[src/rtl/div_pkg.sv]
// Shared encodings for the iterative RV32M divider: op codes, FSM states and small helpers.
package div_pkg;

    localparam logic [1:0] OP_DIV  = 2'b00;
    localparam logic [1:0] OP_DIVU = 2'b01;
    localparam logic [1:0] OP_REM  = 2'b10;
    localparam logic [1:0] OP_REMU = 2'b11;

    localparam logic [1:0] S_IDLE  = 2'b00;
    localparam logic [1:0] S_CALC  = 2'b01;
    localparam logic [1:0] S_FIXUP = 2'b10;
    localparam logic [1:0] S_DONE  = 2'b11;

    function automatic int cnt_width(input int xlen);
        return (xlen <= 2) ? 1 : $clog2(xlen);
    endfunction

    // op[0] clear means the signed variant, op[1] set means the remainder is returned
    function automatic logic op_is_signed(input logic [1:0] op);
        return ~op[0];
    endfunction

    function automatic logic op_is_rem(input logic [1:0] op);
        return op[1];
    endfunction

endpackage

[src/rtl/div_unit_if.sv]
// Request/response bundle between the EX stage (master) and the divider (slave).
interface div_unit_if #(parameter int XLEN = 32);

    logic            start;
    logic [1:0]      op;
    logic [XLEN-1:0] a;
    logic [XLEN-1:0] b;
    logic            busy;
    logic            done;
    logic [XLEN-1:0] result;
    logic            div_by_zero;

    modport master (output start, op, a, b, input busy, done, result, div_by_zero);
    modport slave  (input start, op, a, b, output busy, done, result, div_by_zero);

endinterface

[src/rtl/div_step.sv]
// One restoring division iteration: shift rem:quo left, trial-subtract the divisor, keep or restore.
module div_step #(
    parameter int XLEN = 32
) (
    input  logic [XLEN-1:0] i_rem,
    input  logic [XLEN-1:0] i_quo,
    input  logic [XLEN:0]   i_div,
    output logic [XLEN-1:0] o_rem,
    output logic [XLEN-1:0] o_quo
);

    logic [XLEN:0] w_shift;
    logic [XLEN:0] w_diff;

    // The partial remainder is always below the divisor, so XLEN+1 bits hold the shifted value
    assign w_shift = {i_rem, i_quo[XLEN-1]};
    assign w_diff  = w_shift - i_div;
    assign o_rem   = w_diff[XLEN] ? w_shift[XLEN-1:0] : w_diff[XLEN-1:0];
    assign o_quo   = {i_quo[XLEN-2:0], ~w_diff[XLEN]};

endmodule

[src/rtl/div_unit.sv]
// Radix-2 restoring divider for DIV/DIVU/REM/REMU, one quotient bit per clock.
// Define DIV_FAST_SPECIAL_EN to finish divide-by-zero and signed overflow straight from IDLE.
module div_unit #(
    parameter int XLEN = 32
) (
    input  logic      clk,
    input  logic      rst_n,
    div_unit_if.slave bus
);
    import div_pkg::*;

    localparam int CNT_W = cnt_width(XLEN);
    localparam logic [XLEN-1:0] MIN_INT = {1'b1, {(XLEN-1){1'b0}}};

    logic [1:0]      r_state;
    logic [1:0]      r_op;
    logic [XLEN-1:0] r_rem;
    logic [XLEN-1:0] r_quo;
    logic [XLEN:0]   r_div;
    logic [XLEN-1:0] r_a;
    logic [XLEN-1:0] r_result;
    logic [CNT_W-1:0] r_cnt;
    logic            r_negq;
    logic            r_negr;
    logic            r_bzero;
    logic            r_ovf;
    logic            r_dbz;

    logic            w_accept;
    logic            w_a_neg;
    logic            w_b_neg;
    logic            w_bzero;
    logic            w_ovf;
    logic [XLEN-1:0] w_abs_a;
    logic [XLEN-1:0] w_abs_b;
    logic [XLEN-1:0] w_rem_nxt;
    logic [XLEN-1:0] w_quo_nxt;
    logic [XLEN-1:0] w_quo_fix;
    logic [XLEN-1:0] w_rem_fix;
    logic [XLEN-1:0] w_final;

    // RISC-V mandated results that override whatever the iteration produced
    function automatic logic [XLEN-1:0] special_value(input logic [1:0] op,
                                                      input logic bz,
                                                      input logic [XLEN-1:0] a);
        if (bz)
            return op_is_rem(op) ? a : {XLEN{1'b1}};
        return op_is_rem(op) ? {XLEN{1'b0}} : MIN_INT;
    endfunction

    assign w_accept = bus.start && ((r_state == S_IDLE) || (r_state == S_DONE));
    assign w_a_neg  = op_is_signed(bus.op) && bus.a[XLEN-1];
    assign w_b_neg  = op_is_signed(bus.op) && bus.b[XLEN-1];
    assign w_abs_a  = w_a_neg ? -bus.a : bus.a;
    assign w_abs_b  = w_b_neg ? -bus.b : bus.b;
    assign w_bzero  = (bus.b == {XLEN{1'b0}});
    assign w_ovf    = op_is_signed(bus.op) && (bus.a == MIN_INT) && (bus.b == {XLEN{1'b1}});

    div_step #(.XLEN(XLEN)) u_step (
        .i_rem (r_rem),
        .i_quo (r_quo),
        .i_div (r_div),
        .o_rem (w_rem_nxt),
        .o_quo (w_quo_nxt)
    );

    assign w_quo_fix = r_negq ? -r_quo : r_quo;
    assign w_rem_fix = r_negr ? -r_rem : r_rem;
    assign w_final   = (r_bzero || r_ovf) ? special_value(r_op, r_bzero, r_a)
                     : (op_is_rem(r_op) ? w_rem_fix : w_quo_fix);

    always_ff @(posedge clk) begin
        if (!rst_n) begin
            r_state  <= S_IDLE;
            r_op     <= OP_DIV;
            r_rem    <= '0;
            r_quo    <= '0;
            r_div    <= '0;
            r_a      <= '0;
            r_result <= '0;
            r_cnt    <= '0;
            r_negq   <= 1'b0;
            r_negr   <= 1'b0;
            r_bzero  <= 1'b0;
            r_ovf    <= 1'b0;
            r_dbz    <= 1'b0;
        end else begin
            case (r_state)
                S_IDLE, S_DONE: begin
                    if (w_accept) begin
                        r_op    <= bus.op;
                        r_a     <= bus.a;
                        r_rem   <= '0;
                        r_quo   <= w_abs_a;
                        r_div   <= {1'b0, w_abs_b};
                        r_cnt   <= CNT_W'(XLEN - 1);
                        r_negq  <= w_a_neg ^ w_b_neg;
                        r_negr  <= w_a_neg;
                        r_bzero <= w_bzero;
                        r_ovf   <= w_ovf;
`ifdef DIV_FAST_SPECIAL_EN
                        if (w_bzero || w_ovf) begin
                            r_result <= special_value(bus.op, w_bzero, bus.a);
                            r_dbz    <= w_bzero;
                            r_state  <= S_DONE;
                        end else begin
                            r_state  <= S_CALC;
                        end
`else
                        r_state <= S_CALC;
`endif
                    end else begin
                        r_state <= S_IDLE;
                    end
                end
                S_CALC: begin
                    r_rem <= w_rem_nxt;
                    r_quo <= w_quo_nxt;
                    r_cnt <= r_cnt - CNT_W'(1);
                    if (r_cnt == '0)
                        r_state <= S_FIXUP;
                end
                S_FIXUP: begin
                    r_result <= w_final;
                    r_dbz    <= r_bzero;
                    r_state  <= S_DONE;
                end
                default: r_state <= S_IDLE;
            endcase
        end
    end

    assign bus.busy        = (r_state == S_CALC) || (r_state == S_FIXUP);
    assign bus.done        = (r_state == S_DONE);
    assign bus.result      = r_result;
    assign bus.div_by_zero = r_dbz;

endmodule

[src/flat_wrapper.sv]
// flat-port wrapper written by rule: the top's interface ports become plain ports
module div_unit_flat import div_pkg::*;
#(
    parameter int XLEN = 32
)
  (clk, rst_n, bus_start, bus_op, bus_a, bus_b, bus_busy, bus_done, bus_result, bus_div_by_zero);
  div_unit_if #(.XLEN(XLEN)) bus_i ();
  input  logic clk;
  input  logic rst_n;
  input wire logic [$bits(bus_i.start)-1:0] bus_start;
  input wire logic [$bits(bus_i.op)-1:0] bus_op;
  input wire logic [$bits(bus_i.a)-1:0] bus_a;
  input wire logic [$bits(bus_i.b)-1:0] bus_b;
  output wire logic [$bits(bus_i.busy)-1:0] bus_busy;
  output wire logic [$bits(bus_i.done)-1:0] bus_done;
  output wire logic [$bits(bus_i.result)-1:0] bus_result;
  output wire logic [$bits(bus_i.div_by_zero)-1:0] bus_div_by_zero;
  assign bus_i.start = bus_start;
  assign bus_i.op = bus_op;
  assign bus_i.a = bus_a;
  assign bus_i.b = bus_b;
  assign bus_busy = bus_i.busy;
  assign bus_done = bus_i.done;
  assign bus_result = bus_i.result;
  assign bus_div_by_zero = bus_i.div_by_zero;
  div_unit #(.XLEN(XLEN)) u_core (.clk(clk), .rst_n(rst_n), .bus(bus_i));
endmodule
[config.mk]
export PLATFORM = sky130hd
export DESIGN_NAME = div_unit_flat
export DESIGN_NICKNAME = d
export VERILOG_FILES = /design/src/rtl/div_pkg.sv /design/src/rtl/div_unit_if.sv /design/src/rtl/div_step.sv /design/src/rtl/div_unit.sv /design/src/flat_wrapper.sv
export SDC_FILE = /design/constraint.sdc
export NUM_CORES = 1
export LEC_CHECK = 0
export BUFFER_PORTS_ARGS = -buffer_cell sky130_fd_sc_hd__buf_4
export CORE_MARGIN = 5
export CORE_UTILIZATION = 35
export DETAILED_ROUTE_END_ITERATION = 6
export PLACE_DENSITY = 0.6
export SLEW_MARGIN = 15
export SYNTH_ARGS = -nofsm -noshare
export SYNTH_HDL_FRONTEND = slang
export SYNTH_HIERARCHICAL = 1
export SYNTH_SLANG_ARGS = --single-unit
[constraint.sdc]
create_clock -name clk -period 7.15 [get_ports clk]
set_clock_uncertainty 0.1 [all_clocks]
set_input_delay 1.0725 -clock clk [delete_from_list [all_inputs] [get_ports clk]]
set_output_delay 1.0725 -clock clk [all_outputs]
set_load 0.005 [all_outputs]
## After elaboration in Yosys (flattened, before gate mapping)

Cells that the tools add are included.

- Bits of input ports: 69
- Output and inout port bits: 35
- Register bits after elaboration: 174

- Bitwise gates (word level): 3
- Reduce and logical (&&, ||, !) cells: 15
- Equality and inequality tests: 7
- Add/subtract/negate cells: 6
- Mux-type cells: 21

Operators with widths:

| operator | count |
|---|---|
| two-way mux 32 bit | 13 |
| negator 32 bit | 4 |
| case mux 32 bit (2 select lines) | 2 |
| == test 32 bit, second input constant | 2 |
| subtractor 33 x 32 -> 33 bit | 1 |
| logical NOT 32 bit | 1 |
| case mux 5 bit (2 select lines) | 1 |
| case mux 2 bit (3 select lines) | 1 |
| logical AND 1 bit | 5 |
| logical NOT 5 bit | 1 |
| two-way mux 5 bit | 1 |
| subtractor 5 x 1 -> 5 bit, second input constant | 1 |
| == test 2 bit, second input constant | 2 |
| inequality test 2 x 1 -> 1 bit, second input constant | 2 |
| AND reduction 2 bit | 2 |
| logical OR 1 bit | 3 |
| == test 2 x 1 -> 1 bit, second input constant | 1 |
| logical NOT 2 bit | 1 |
| two-way mux 1 bit | 2 |
| two-way mux 2 bit | 1 |
| NOT 1 bit | 2 |
| nonzero test 2 bit | 1 |
| OR reduction 2 bit | 1 |
| bitwise XOR 1 bit | 1 |

## Logic depth before layout (Yosys ltp)

- Depth after elaboration: 5
- Depth in mapped cells: 16
- Mapped depth without buffers: 15

## Hierarchy

Netlist, hierarchy kept.

Modules (own cells, without submodules):

| module | area an instance (µm²) | seq. area each (µm²) | instances | cells an instance |
|---|---|---|---|---|
| div_unit | 9904.5 | 3463.3 | 1 | 1306 |
| div_step | 2463.6 | 0.0 | 1 | 345 |

## Worst setup path before layout

OpenSTA, ideal clock, no wires.

- Path type: reg2reg
- From: register u_core.r_quo[31]
- To: register u_core.r_rem[24]
- Cell stages (with the launch flop): 16
- Required time: 6918 ps
- Clock period less this slack: 3285 ps
- Path buffers: 1
- Setup time: 132 ps
- Arrival: 3053 ps
- Path slack: 3865 ps
- Cell sequence: dfxtp_1 inv_1 ha_1 fa_1 nor2b_1 o21ai_0 a211o_1 a21o_1 a21boi_1 a31oi_1 nand2_1 xnor2_2 buf_2 mux2_2 nand3_1 a21oi_1

- Word-level cells in the longest chain between the ends: 3

Ends and longest elaborated chain:

| what | line | RTL |
|---|---|---|
| start: declaration | div_unit.sv:18 | `logic [XLEN-1:0] r_quo;` |
| start signal: assignment | div_unit.sv:94 | `r_quo <= w_abs_a;` |
| start signal: assignment | div_unit.sv:118 | `r_quo <= w_quo_nxt;` |
| subtractor 33 x 32 -> 33 bit | div_step.sv:17 | `assign w_diff = w_shift - i_div;` |
| two-way mux 32 bit | div_step.sv:18 | `assign o_rem = w_diff[XLEN] ? w_shift[XLEN-1:0] : w_diff[XLEN-1:0];` |
| via u_core.w_rem_nxt[24] | div_unit.sv:36 | `logic [XLEN-1:0] w_rem_nxt;` |
| case mux 32 bit (2 select lines) | div_unit.sv:88 | `case (r_state)` |
| end signal: assignment | div_unit.sv:117 | `r_rem <= w_rem_nxt;` |
| end: declaration | div_unit.sv:17 | `logic [XLEN-1:0] r_rem;` |

The timed path passes the listed nets, and every way through them passes these cells.
A chain may end at the register's enable or synchronous reset.

## Final worst setup path

- From: register u_core.r_quo[31]
- To: register u_core.r_rem[29]

Same word-level chain as after synthesis.

==> run summary <==
In this run, synthesis inferred 0 flip-flops with an integrated enable. The clock latency reported for the late side of the worst-skew pair is roughly 0.44 ns. The wire length of the first global-routing pass came out at about 64000 um. The max-slew violation count was 0. The count of distinct cell types in the synthesized netlist came out at 71. The total wire length after detailed routing came out at a little over 40000 um. The library cell used as clock root buffer is sky130_fd_sc_hd__clkbuf_16. At the end of routability-driven placement, the weighted congestion stood at between 0.9 and 1.

The number of buffers inserted by port buffering came out at slightly above 100. Global routing used between 20% and 30% of the available tracks. The relative slew slack came out at 23.2%. The data required time at the worst endpoint came out at ~7.3 ns. Once detail routing completed, the nets flagged for antenna violations numbered 0. The boundary pin count is 104.

After filler insertion, the fill cell instance count of the layout stands at between 3000 and 4000. The worst setup path is captured at a flop. The post-synthesis to final-layout area growth came out at 11.3%. The number of antenna violations at the first check in global routing came out at 0. The flow ran to the end, but the final reports show violations. The detailed router's first-iteration violation count came out at about 1200. In this run the worst hold path is classified as reg -> reg.

IR analysis of the VDD net gives a maximum drop of 572 uV. Of all cell types, the one taking the most synthesized area is sky130_fd_sc_hd__dfxtp_1. When the netlist entered floorplanning its net count stood at between 1500 and 2000. The setup-violating endpoint count in the final report is 0.

The area of combinational cells with multiple inputs is 7940 um2. The count of endpoints failing hold in the final timing report was 0. The hold-fix buffer count after cts came out at 0.

Buffers added to address setup during post-CTS repair amount to 0. The die outline width is 198 um. The number of CTS-inserted buffers is 17. The total number of placement rows is roughly 70. The area share of the largest cell type after synthesis is 28.0%. The clock edge transition at the registers on the reported setup and hold paths came out at around 0.070 ns. The starting density of the core is 35.6%. The count of clock tree sinks is about 170. At the pin with the least slew margin, the transition time is ~1.2 ns. The total iterations of the first detailed-routing run is 7. For this run, global-route usage on met3 was measured as under 10%. Cells with a size suffix above 1 make up between 10% and 20% of the layout.

The most frequent cell after synthesis is sky130_fd_sc_hd__nand2_1. The number of DRC violations after detailed routing came out at 1. The number of maximum-capacitance constraint violations is 0. Summing all flip-flop and latch instances after layout gives between 3000 and 4000 um2.

The warning count from the yosys run came out at 6. The synthesized area per cell came out at 7.49 um2. Entering global routing, the biggest net connects 81 pins. The critical path is of the reg -> reg type.

In this run the power density over the cells is 448 nW/um2. Across all layers, the routed design uses roughly 12000 vias. The top fanout value on the critical path is 33. The setup TNS came out at 0 ns.

In this run the cell area measured after placement is ~13000 um2. After layout, the minimum clock period comes to 3.96 ns. The cell area after layout is between 10000 and 15000 um2. Setup repair after global routing left no endpoint under its margin.

The netlist area before placement came out at 12400 um2. The leading register cell type out of synthesis is sky130_fd_sc_hd__dfxtp_1. The number of global-route vias before repair came out at between 10000 and 15000. By count the netlist is led by 210 x sky130_fd_sc_hd__nand2_1, 173 x sky130_fd_sc_hd__dfxtp_1, 153 x sky130_fd_sc_hd__a21oi_1. The synthesis-stage register bit count came out at 173.

The core region area came out at ~35000 um2. The net count of the finished layout is approximately 1800. The synthesized instance count is 1651.

The data arrival time of the worst path is 4.13 ns. The maximum count of clock buffers along a single path came out at 2. In this run the vertical extent of the chip is ~200 um. The average via count per standard cell came out at 5.72. The number of levels in the clock H-tree came out at 4. In this run the most used layer during global routing was met2. The register area share after synthesis is roughly 28%. The final HPWL from detailed placement came out at roughly 30000 um. The static leakage is ~5.2 nW.

The die covers roughly 39000 um2. Dividing the detail-routed wire length by the instance count gives 19.3 um. The share of synthesized flip-flops with an asynchronous set or reset came out at 0%. The total inserted antenna cells came out at 0.

By area the synthesized netlist is led by sky130_fd_sc_hd__dfxtp_1 28%, sky130_fd_sc_hd__nand2_1 6.4%, sky130_fd_sc_hd__a21oi_1 6.2%, sky130_fd_sc_hd__xnor2_1 5.0%, sky130_fd_sc_hd__o21ai_0 4.9%. The met2 demand-to-capacity share in global routing is between 30% and 40%. The checks that failed: design-rule violations. The worst setup path is launched from a flop.

The part of the cycle the worst path needs is a little under three fifths. Timing would allow up to between 200 and 300 MHz. The count of cells resized by post-cts repair came out at 0. The met1 track demand over resource in global routing is between 20% and 30%. The leftover overflow at the end of global routing is 0. TritonCTS built the clock tree.
-- worst max-delay path, stage by stage (launching register included) --
cell                       delay, ns
sky130_fd_sc_hd__dfxtp_1        0.41
sky130_fd_sc_hd__inv_1          0.11
sky130_fd_sc_hd__ha_1           0.24
sky130_fd_sc_hd__fa_1           0.41
sky130_fd_sc_hd__nor2b_1        0.13
sky130_fd_sc_hd__o21ai_0        0.11
sky130_fd_sc_hd__a211o_1        0.37
sky130_fd_sc_hd__a21o_1         0.19
sky130_fd_sc_hd__a21boi_1       0.36
sky130_fd_sc_hd__a31oi_1        0.14
sky130_fd_sc_hd__nand2_1        0.18
sky130_fd_sc_hd__xnor2_4        0.44
sky130_fd_sc_hd__mux2_2         0.43
sky130_fd_sc_hd__nand3_1        0.09
sky130_fd_sc_hd__a21oi_1        0.09
-- placed cells by master, fill, tap and decap left out, types with 28 or more instances in the layout --
cell / instances
sky130_fd_sc_hd__inv_1: 79
sky130_fd_sc_hd__a21oi_1: 153
sky130_fd_sc_hd__nand2_1: 210
sky130_fd_sc_hd__nand3_1: 69
sky130_fd_sc_hd__o21ai_0: 120
sky130_fd_sc_hd__mux2_2: 28
sky130_fd_sc_hd__nor3_1: 32
sky130_fd_sc_hd__buf_4: 117
sky130_fd_sc_hd__xnor2_1: 70
sky130_fd_sc_hd__ha_1: 39
sky130_fd_sc_hd__nor2_1: 91
sky130_fd_sc_hd__o31ai_1: 38
sky130_fd_sc_hd__xor2_1: 65
sky130_fd_sc_hd__dfxtp_1: 173
sky130_fd_sc_hd__o211ai_1: 40
-- state kept, by name (all words and copies together) (netlist names) --
| signal | count |
|---|---|
| u_core/r_op | 1 |
| u_core/r_state | 2 |
| u_core/r_div | 32 |
| u_core/r_cnt | 5 |
| u_core/bus.div_by_zero | 1 |
| u_core/r_rem | 32 |
| u_core/r_negr | 1 |
| u_core/r_ovf | 1 |
| u_core/r_quo | 32 |
| u_core/bus.result | 32 |
| u_core/r_a | 32 |
| u_core/r_negq | 1 |
| u_core/r_bzero | 1 |
-- per-layer routing --
metal	part of all wire, %	vias to the layer above
met5	0	-
met2	46	385
met4	1.8	0
met3	5.4	50
met1	47	5774
li1	-	5899
-- layout make-up --
class,instances,share of cell area [%]
Clock buffer,19,3.22
Clock inverter,13,1.27
Timing Repair Buffer,117,6.38
Tap cell,455,4.14
Multi-Input combinational cell,1258,57.6
Inverter,80,2.19
Sequential cell,173,25.2
-- power breakdown --
part	internal, mW	switching (mW)
clock network	0.569	0.431
registers	1.22	0.307
logic	1.48	2.16
-- path summary, 6_finish.rpt --
path	start	to	slack, ns	cells past startpoint
max	u_core/r_quo[31]$_SDFFE_PN0P_	u_core/r_rem[29]$_SDFFE_PN0P_	3.19	14
min	u_core/bus.result[5]$_SDFFE_PN0P_	u_core/bus.result[5]$_SDFFE_PN0P_	0.35	2
max reg2reg	u_core/r_quo[31]$_SDFFE_PN0P_	u_core/r_rem[29]$_SDFFE_PN0P_	3.19	14
min reg2reg	u_core/bus.result[5]$_SDFFE_PN0P_	u_core/bus.result[5]$_SDFFE_PN0P_	0.35	2
-- cell families (layout without fill, tap and decap cells) --
family                     count (synthesis)  count (layout)  share of synthesized area [%]
buffers and inverters                    220             229                           8.11
DFF                                      173             173                           28.0
muxes                                     45              45                           4.00
adders and majority gates                 42              42                           4.31
other                                      1               1                         0.0303
xor gates and xnor gates                 136             136                           9.69
and+or+nand+nor                          530             530                           20.2
AOI/OAI and AO/OA                        504             504                           25.7
-- stage by stage --
step	hold WS (ns)	worst slack [ns]	power, mW	utilization, %	std cells
after floorplan	0.332	3.87	4.28	-	1651
after global placement	0.335	3.27	5.08	37.9	2083
after detailed placement	0.332	3.19	5.12	37.9	2083
after CTS	0.345	3.23	6.14	39.6	2115
after global routing	0.369	2.96	6.62	39.7	2115
final	0.347	3.19	6.17	39.7	2115
Power figures use the tool's default switching activity.
